File: config.mk
export PLATFORM = sky130hd
export DESIGN_NAME = btn_charge
export DESIGN_NICKNAME = d
export VERILOG_FILES = /design/src/rtl/btn_charge_pkg.sv /design/src/rtl/btn_debounce.sv /design/src/rtl/btn_charge.sv
export SDC_FILE = /design/constraint.sdc
export NUM_CORES = 1
export LEC_CHECK = 0
export ABC_AREA = 1
export BUFFER_PORTS_ARGS = -buffer_cell sky130_fd_sc_hd__clkbuf_2
export CAP_MARGIN = 20
export CORE_MARGIN = 2
export CORE_UTILIZATION = 60
export CTS_CLUSTER_DIAMETER = 50
export DETAILED_ROUTE_END_ITERATION = 8
export PLACE_DENSITY = 0.79
export SKIP_LAST_GASP = 1
export SLEW_MARGIN = 20
export SYNTH_ARGS = -nofsm -noshare
export SYNTH_HDL_FRONTEND = slang
export SYNTH_SLANG_ARGS = --single-unit
File: constraint.sdc
create_clock -name clk -period 1.9 [get_ports clk]
set_input_delay 0.19 -clock clk [delete_from_list [all_inputs] [get_ports clk]]
set_output_delay 0.19 -clock clk [all_outputs]
set_load 0.1 [all_outputs]
File: src/rtl/btn_charge_pkg.sv
// btn_charge_pkg: shared types and constants for the press-to-charge front end.
//   state_t      - charge FSM states (IDLE / CHARGE / DONE)
//   V_W          - launch velocity width, shared with the game FSM and jump block
//   SQUEEZE_MAX  - largest compression level reported on o_squeeze
package btn_charge_pkg;

  localparam int unsigned V_W         = 8;
  localparam logic [3:0]  SQUEEZE_MAX = 4'd14;

  typedef enum logic [1:0] {
    ST_IDLE   = 2'd0,
    ST_CHARGE = 2'd1,
    ST_DONE   = 2'd2
  } state_t;

endpackage

File: src/rtl/btn_debounce.sv
// btn_debounce: 2-flop synchronizer plus stable-level debouncer.
//   clk, rst   - clock, asynchronous active-high reset
//   i_btn      - raw asynchronous button
//   o_btn_db   - debounced level
//   o_press    - one-clock pulse, coincident with a rising o_btn_db edge
//   o_release  - one-clock pulse, coincident with a falling o_btn_db edge
// The level toggles only after DEBOUNCE_CYCLES consecutive disagreeing samples;
// any agreeing sample restarts the count.
module btn_debounce #(
  parameter int unsigned DEBOUNCE_CYCLES = 500000
) (
  input  logic clk,
  input  logic rst,
  input  logic i_btn,
  output logic o_btn_db,
  output logic o_press,
  output logic o_release
);

  localparam int unsigned CW = (DEBOUNCE_CYCLES < 2) ? 1 : $clog2(DEBOUNCE_CYCLES + 1);
  localparam logic [CW-1:0] CNT_LAST = CW'(DEBOUNCE_CYCLES - 1);

  logic          r_sync1;
  logic          r_sync2;
  logic          r_db;
  logic [CW-1:0] r_cnt;
  logic          r_press;
  logic          r_release;
  logic          w_diff;
  logic          w_flip;

  assign w_diff = r_sync2 ^ r_db;
  assign w_flip = w_diff && (r_cnt == CNT_LAST);

  always_ff @(posedge clk or posedge rst) begin
    if (rst) begin
      r_sync1   <= 1'b0;
      r_sync2   <= 1'b0;
      r_db      <= 1'b0;
      r_cnt     <= '0;
      r_press   <= 1'b0;
      r_release <= 1'b0;
    end else begin
      r_sync1   <= i_btn;
      r_sync2   <= r_sync1;
      r_press   <= w_flip && !r_db;
      r_release <= w_flip && r_db;
      if (!w_diff || w_flip) begin
        r_cnt <= '0;
      end else begin
        r_cnt <= r_cnt + 1'b1;
      end
      if (w_flip) begin
        r_db <= ~r_db;
      end
    end
  end

  assign o_btn_db  = r_db;
  assign o_press   = r_press;
  assign o_release = r_release;

endmodule

File: src/rtl/btn_charge.sv
// btn_charge: conditions the player button, measures hold time and converts it
// into a launch velocity (valid/ack handshake) plus a live squeeze level.
//   clk, rst    - game clock, asynchronous active-high reset
//   i_btn       - raw bouncy button
//   i_arm       - charging permitted while high
//   i_ack       - consumer has taken o_v_init
//   o_charging  - high in CHARGE
//   o_squeeze   - compression level 0..14 (0 outside CHARGE)
//   o_v_init    - launch velocity, held outside CHARGE
//   o_valid     - o_v_init final and pending
// Optional macro BTN_CHARGE_TIMEOUT_EN: auto-release after TIMEOUT_TICKS tick
// wraps spent at V_MAX.
module btn_charge
  import btn_charge_pkg::*;
#(
  parameter int unsigned    DEBOUNCE_CYCLES = 500000,
  parameter int unsigned    TICK_CYCLES     = 250000,
  parameter logic [V_W-1:0] V_MIN           = 8'd16,
  parameter logic [V_W-1:0] V_MAX           = 8'd200,
  parameter int unsigned    SQ_SHIFT        = 3,
  parameter int unsigned    TIMEOUT_TICKS   = 64
) (
  input  logic           clk,
  input  logic           rst,
  input  logic           i_btn,
  input  logic           i_arm,
  input  logic           i_ack,
  output logic           o_charging,
  output logic [3:0]     o_squeeze,
  output logic [V_W-1:0] o_v_init,
  output logic           o_valid
);

  localparam int unsigned TW = (TICK_CYCLES < 2) ? 1 : $clog2(TICK_CYCLES + 1);
  localparam logic [TW-1:0] TICK_LAST = TW'(TICK_CYCLES - 1);

  state_t         r_state;
  state_t         w_next;
  logic [TW-1:0]  r_tick;
  logic [V_W-1:0] r_v;
  logic [3:0]     r_sq;
  logic           r_charging;
  logic           r_valid;
  logic           w_press;
  logic           w_release;
  logic           w_btn_db;
  logic           w_wrap;
  logic           w_enter;
  logic           w_timeout;
  logic [V_W-1:0] w_sq_full;
  logic [3:0]     w_sq_d;
  logic           w_charging_d;
  logic           w_valid_d;

  btn_debounce #(
    .DEBOUNCE_CYCLES(DEBOUNCE_CYCLES)
  ) u_debounce (
    .clk      (clk),
    .rst      (rst),
    .i_btn    (i_btn),
    .o_btn_db (w_btn_db),
    .o_press  (w_press),
    .o_release(w_release)
  );

  assign w_wrap  = (r_tick == TICK_LAST);
  assign w_enter = (r_state != ST_CHARGE) && (w_next == ST_CHARGE);

`ifdef BTN_CHARGE_TIMEOUT_EN
  localparam int unsigned TOW = (TIMEOUT_TICKS < 2) ? 1 : $clog2(TIMEOUT_TICKS + 1);
  localparam logic [TOW-1:0] TO_LAST = TOW'(TIMEOUT_TICKS - 1);

  logic [TOW-1:0] r_to;

  // Counts only wraps that occur while already saturated.
  always_ff @(posedge clk or posedge rst) begin
    if (rst) begin
      r_to <= '0;
    end else if (w_enter) begin
      r_to <= '0;
    end else if (r_state == ST_CHARGE && w_wrap && r_v == V_MAX) begin
      r_to <= r_to + 1'b1;
    end
  end

  assign w_timeout = w_wrap && (r_v == V_MAX) && (r_to == TO_LAST);
`else
  assign w_timeout = 1'b0;
`endif

  // State register
  always_ff @(posedge clk or posedge rst) begin
    if (rst) begin
      r_state <= ST_IDLE;
    end else begin
      r_state <= w_next;
    end
  end

  // Next-state logic; disarm wins over release.
  always_comb begin
    w_next = r_state;
    case (r_state)
      ST_IDLE: begin
        if (w_press && i_arm) begin
          w_next = ST_CHARGE;
        end
      end
      ST_CHARGE: begin
        if (!i_arm) begin
          w_next = ST_IDLE;
        end else if (w_release || w_timeout) begin
          w_next = ST_DONE;
        end
      end
      ST_DONE: begin
        if (i_ack) begin
          w_next = ST_IDLE;
        end
      end
      default: w_next = ST_IDLE;
    endcase
  end

  // Output logic, evaluated against the next state so the registered flags
  // change together with the state. Squeeze uses the current v, giving the
  // one-clock lag behind v; the entry cycle reports 0 instead of a stale v.
  assign w_sq_full = (r_v - V_MIN) >> SQ_SHIFT;

  always_comb begin
    w_charging_d = (w_next == ST_CHARGE);
    w_valid_d    = (w_next == ST_DONE);
    w_sq_d       = '0;
    if (r_state == ST_CHARGE && w_next == ST_CHARGE) begin
      if (w_sq_full > V_W'(SQUEEZE_MAX)) begin
        w_sq_d = SQUEEZE_MAX;
      end else begin
        w_sq_d = w_sq_full[3:0];
      end
    end
  end

  // Velocity datapath: every clock spent in CHARGE advances the tick counter,
  // including the clock that leaves CHARGE.
  always_ff @(posedge clk or posedge rst) begin
    if (rst) begin
      r_tick     <= '0;
      r_v        <= V_MIN;
      r_sq       <= '0;
      r_charging <= 1'b0;
      r_valid    <= 1'b0;
    end else begin
      r_sq       <= w_sq_d;
      r_charging <= w_charging_d;
      r_valid    <= w_valid_d;
      if (w_enter) begin
        r_tick <= '0;
        r_v    <= V_MIN;
      end else if (r_state == ST_CHARGE) begin
        if (w_wrap) begin
          r_tick <= '0;
          if (r_v != V_MAX) begin
            r_v <= r_v + 1'b1;
          end
        end else begin
          r_tick <= r_tick + 1'b1;
        end
      end
    end
  end

  assign o_charging = r_charging;
  assign o_squeeze  = r_sq;
  assign o_v_init   = r_v;
  assign o_valid    = r_valid;

endmodule

==> results.md <==
- Result of the run: finished clean
- Startpoint of the most critical hold path: i_ack
- Fraction of power spent switching nets: 20.12%
- Die extent in y: 78.58 microns
- Number of ports placed on the die boundary: 19
- GRT met1 Usage: 32.23%
- Sequential element share of the synthesized area: 43.53%
- Slew Limit Fails: 0
- Post-Route WL: 7004 microns
- Grt met2 use: 40.43%
- Combined area of the multi-input logic cells: 1627 sq um
- Final Power: 2.660 mW
- Crit start category: flip-flop
- Portion of netlist area occupied by mux cells: 0%
- Comb power frac: 2.3%
- Maximum ir drop on the vdd rail: 0.0005350 V
- Number of warnings issued by yosys: 0
- Clock tree from TritonCTS: yes
- Final setup fails: 0
- Max Cap Violations: 0
- Maximum level of the CTS H-tree: 3
- Net Switching: 0.5352 mW
- Portion of the clock cycle consumed by the worst path in the final layout: 92.38%
- Antenna Diode Count: 0
- Antenna viol nets, final: 0
- Required time worst endpoint: 2.16 ns
- Non-filler instance count after layout: 527
- Number of register bits inferred by synthesis: 58
- Fill cells: 425
- Antenna violations before repair: 0
- Path depth of the worst reg2reg path: 9
- GRT Overall Usage: 25.51%
- Count of final hold-check violations: 0
- Post-Synth Simple-Gate Area: 33.71%
- Peak clock frequency supported by timing: 569.7 MHz
- CORE AREA: 5439 sq um
- Global placement routability congestion: 0.9234
- Max stage delay on crit path: 0.64 ns
- Worst-case setup margin in the final layout: 0.1448 ns
- Unique cell type count in the Yosys netlist: 37
- Part of the total power dissipated in sequential elements: 46.9%
- Worst Hold Endpoint: r_state[1]
- Worst hold margin: 0.04832 ns
- Capturing element type of the critical path: flip-flop
- Largest fanout of any net on the critical path: 6
- Critical Path, Cell by Cell: inv_1 -> ha_1 -> nand3_1 -> o21ai_0 -> inv_1 -> nand3_4 -> clkinv_2 -> nand3_1 -> o21ai_2
- Initial core utilization: 61.35%
- Endpoint arrival time on the critical path: 2.02 ns
- Total Negative Setup Slacks: 0 ns
- Commonest non-fill, non-tap cell in the layout: sky130_fd_sc_hd__nand2_1
- Adder-cell share of the synthesized area: 2.250%
- Total number of placement rows: 27
- Post-layout min period: 1.755 ns
- Cell-internal power: 2.125 mW
- Quantity of I/O buffers inserted on ports: 18
- Sum of net half-perimeters after detailed placement: 4925 microns
- Worst slew margin relative to its limit: 63.34%
- Launching point of the worst reg2reg path: o_v_init[4]
- Routed WL per cell: 13.29 microns
- Fraction of final layout cells sized beyond drive strength 1: 18.24%
- Number of nets in the synthesized netlist: 429
- CP bufs+invs: 3
- Count of nets after finishing: 461
- Area after detailed placement: 3541 sq um
- Clk root buf: sky130_fd_sc_hd__clkbuf_8
- Portion of total power attributed to the clock network: 50.8%
- Final core occ: 69.75%
- Footprint of the flip-flops and latches: 1461 sq um
- Iter 0 DRT Violations: 225
- Global route total overflow: 0
- Commonest cells after routing, fill and taps aside: 76 x sky130_fd_sc_hd__nand2_1, 55 x sky130_fd_sc_hd__nor2_1, 53 x sky130_fd_sc_hd__dfrtp_1
- Average cell area after synthesis: 7.983 sq um
- Total instance count after detailed placement: 509
- Reg-to-Reg End: o_v_init[0]
- Cell class contributing the biggest share of worst-path delay: flip-flops
- Highest-delay cell along the critical path: sky130_fd_sc_hd__dfstp_4
- Path length in cells of the critical path: 9
- Detailed-route vias per instance: 5.416
- Cell area after synthesis: 3337 sq um
- Slew of the pin with the lowest slew margin: 0.5522 ns
- Worst clock skew on the final layout: 0.006841 ns
- Category of the critical setup timing path: reg -> reg
- Post-Place Setup Slack: 0.1719 ns
- Cell Pwr Density: 701.1 nW/um^2
- Xor-xnor portion of the synthesized cell area: 5.249%
- Finished layout cell area: 3794 sq um
- 1st-pass router iterations: 5
- M3 GR Usage: 6.092%
- Largest net degree at the start of global routing: 59
- Via count of the first global-routing pass: 2785
- Worst-case clock buffer depth: 2
- Register-to-register setup slack: 0.14 ns
- Area fraction in compound gates after synthesis: 7.537%
- Die Width: 78.58 microns
- Largest family of logic cells by synthesized area: simple AND/OR/NAND/NOR gates
- Mapped Cells: 418
- Most utilized layer in the global route result: met2
- Total vias in the final route: 2854
- Number of CTS-inserted buffers: 9
- Leakage power: 1.948 nW
- Sinks on the clock net: 58
- RSZ-0062 raised after global routing: false
- Die area: 6174 sq um
- Synth-to-Final Area Change: 13.69%
- First-pass GRT wire length: 12340 microns
- Count of unresolved DRC violations after routing: 0
- Buffers inserted during post-CTS setup optimization: 0
- Cell count of the worst hold path: 2
- Clk_lat worst skew: 0.33 ns
- Class of the most critical hold timing path: in -> reg
- Clock transition at path regs: 0.07 ns
==> state kept, by name, summed over array words and instances, names as in the netlist <==
register	cells
u_debounce.r_cnt	19
o_squeeze	4
o_v_init	8
u_debounce.o_press	1
u_debounce.o_release	1
u_debounce.r_sync2	1
u_debounce.r_sync1	1
r_state	2
r_tick	18
u_debounce.o_btn_db	1
o_valid	1
o_charging	1
==> synth_stat cells (all sizes together) <==
cell type  number  area share [%]
dfrtp          57              43
o21ai          26             4.9
or2             1            0.19
nand4          10             2.1
nand2          82              10
buf             4             1.0
dfstp           1            0.79
o31ai           2            0.45
nand3b          1            0.23
ha              6             2.2
nand3          52             8.5
nor3           20             3.6
clkinv          1            0.15
o22ai           1            0.19
inv            58             6.5
xnor2           4             1.0
nor2           64             8.7
xor2           16             4.2
a21oi          11             2.0
nand2b          1            0.19
==> logic make-up (layout without fill, tap and decap cells) <==
kind of cell	Yosys count	after routing
fa+ha+maj	6	6
compound gates	40	40
xor+xnor	20	20
flops	58	58
simple gates	231	231
buf+inv	63	100
==> worst max-delay path by stage <==
stage / startpoint / end
6_report: o_v_init[4] / o_v_init[0]
5_1_grt: o_v_init[4] / o_v_init[2]
4_1_cts: o_v_init[4] / o_v_init[0]
3_5_place_dp: o_v_init[4] / o_v_init[0]
3_3_place_gp: o_v_init[4] / o_v_init[3]
2_1_floorplan: o_v_init[4] / o_v_init[3]
==> worst reg2reg max path: stages, from the launching register on <==
cell                       delay [ns]
sky130_fd_sc_hd__dfstp_4         0.64
sky130_fd_sc_hd__inv_1           0.11
sky130_fd_sc_hd__ha_1            0.26
sky130_fd_sc_hd__nand3_1         0.09
sky130_fd_sc_hd__o21ai_0         0.09
sky130_fd_sc_hd__inv_1           0.10
sky130_fd_sc_hd__nand3_4         0.12
sky130_fd_sc_hd__clkinv_2        0.11
sky130_fd_sc_hd__nand3_1         0.10
sky130_fd_sc_hd__o21ai_2         0.07
==> layer usage <==
layer / share of wire [%] / up-vias
met3: 5.6 / 22
met4: 2.2 / 0
met1: 44 / 1322
li1: - / 1415
met2: 48 / 95
met5: 0 / -
==> timing repair <==
| action | 4_1_cts | 5_1_grt |
|---|---|---|
| hold endpoints to repair | 58 | 0 |
| resized for setup | 0 | 0 |
| hold buffers | 2 | 0 |
==> power groups by stage <==
stage               Combinational (mW)  Sequential [mW]  Clock, mW
global placement                0.0585             1.27          0
CTS                             0.0630             1.25       1.38
detailed placement              0.0598             1.27          0
finish                          0.0606             1.25       1.35
global route                    0.0732             1.25       1.44
floorplan                       0.0365             1.27          0
==> cell type report <==
| type | count | area share (%) |
|---|---|---|
| Multi-Input combinational cell | 297 | 42.88 |
| Clock buffer | 10 | 3.364 |
| Tap cell | 72 | 2.375 |
| Inverter | 59 | 5.871 |
| Timing Repair Buffer | 25 | 4.222 |
| Clock inverter | 6 | 2.770 |
| Sequential cell | 58 | 38.52 |
Power figures use the tool's default switching activity.
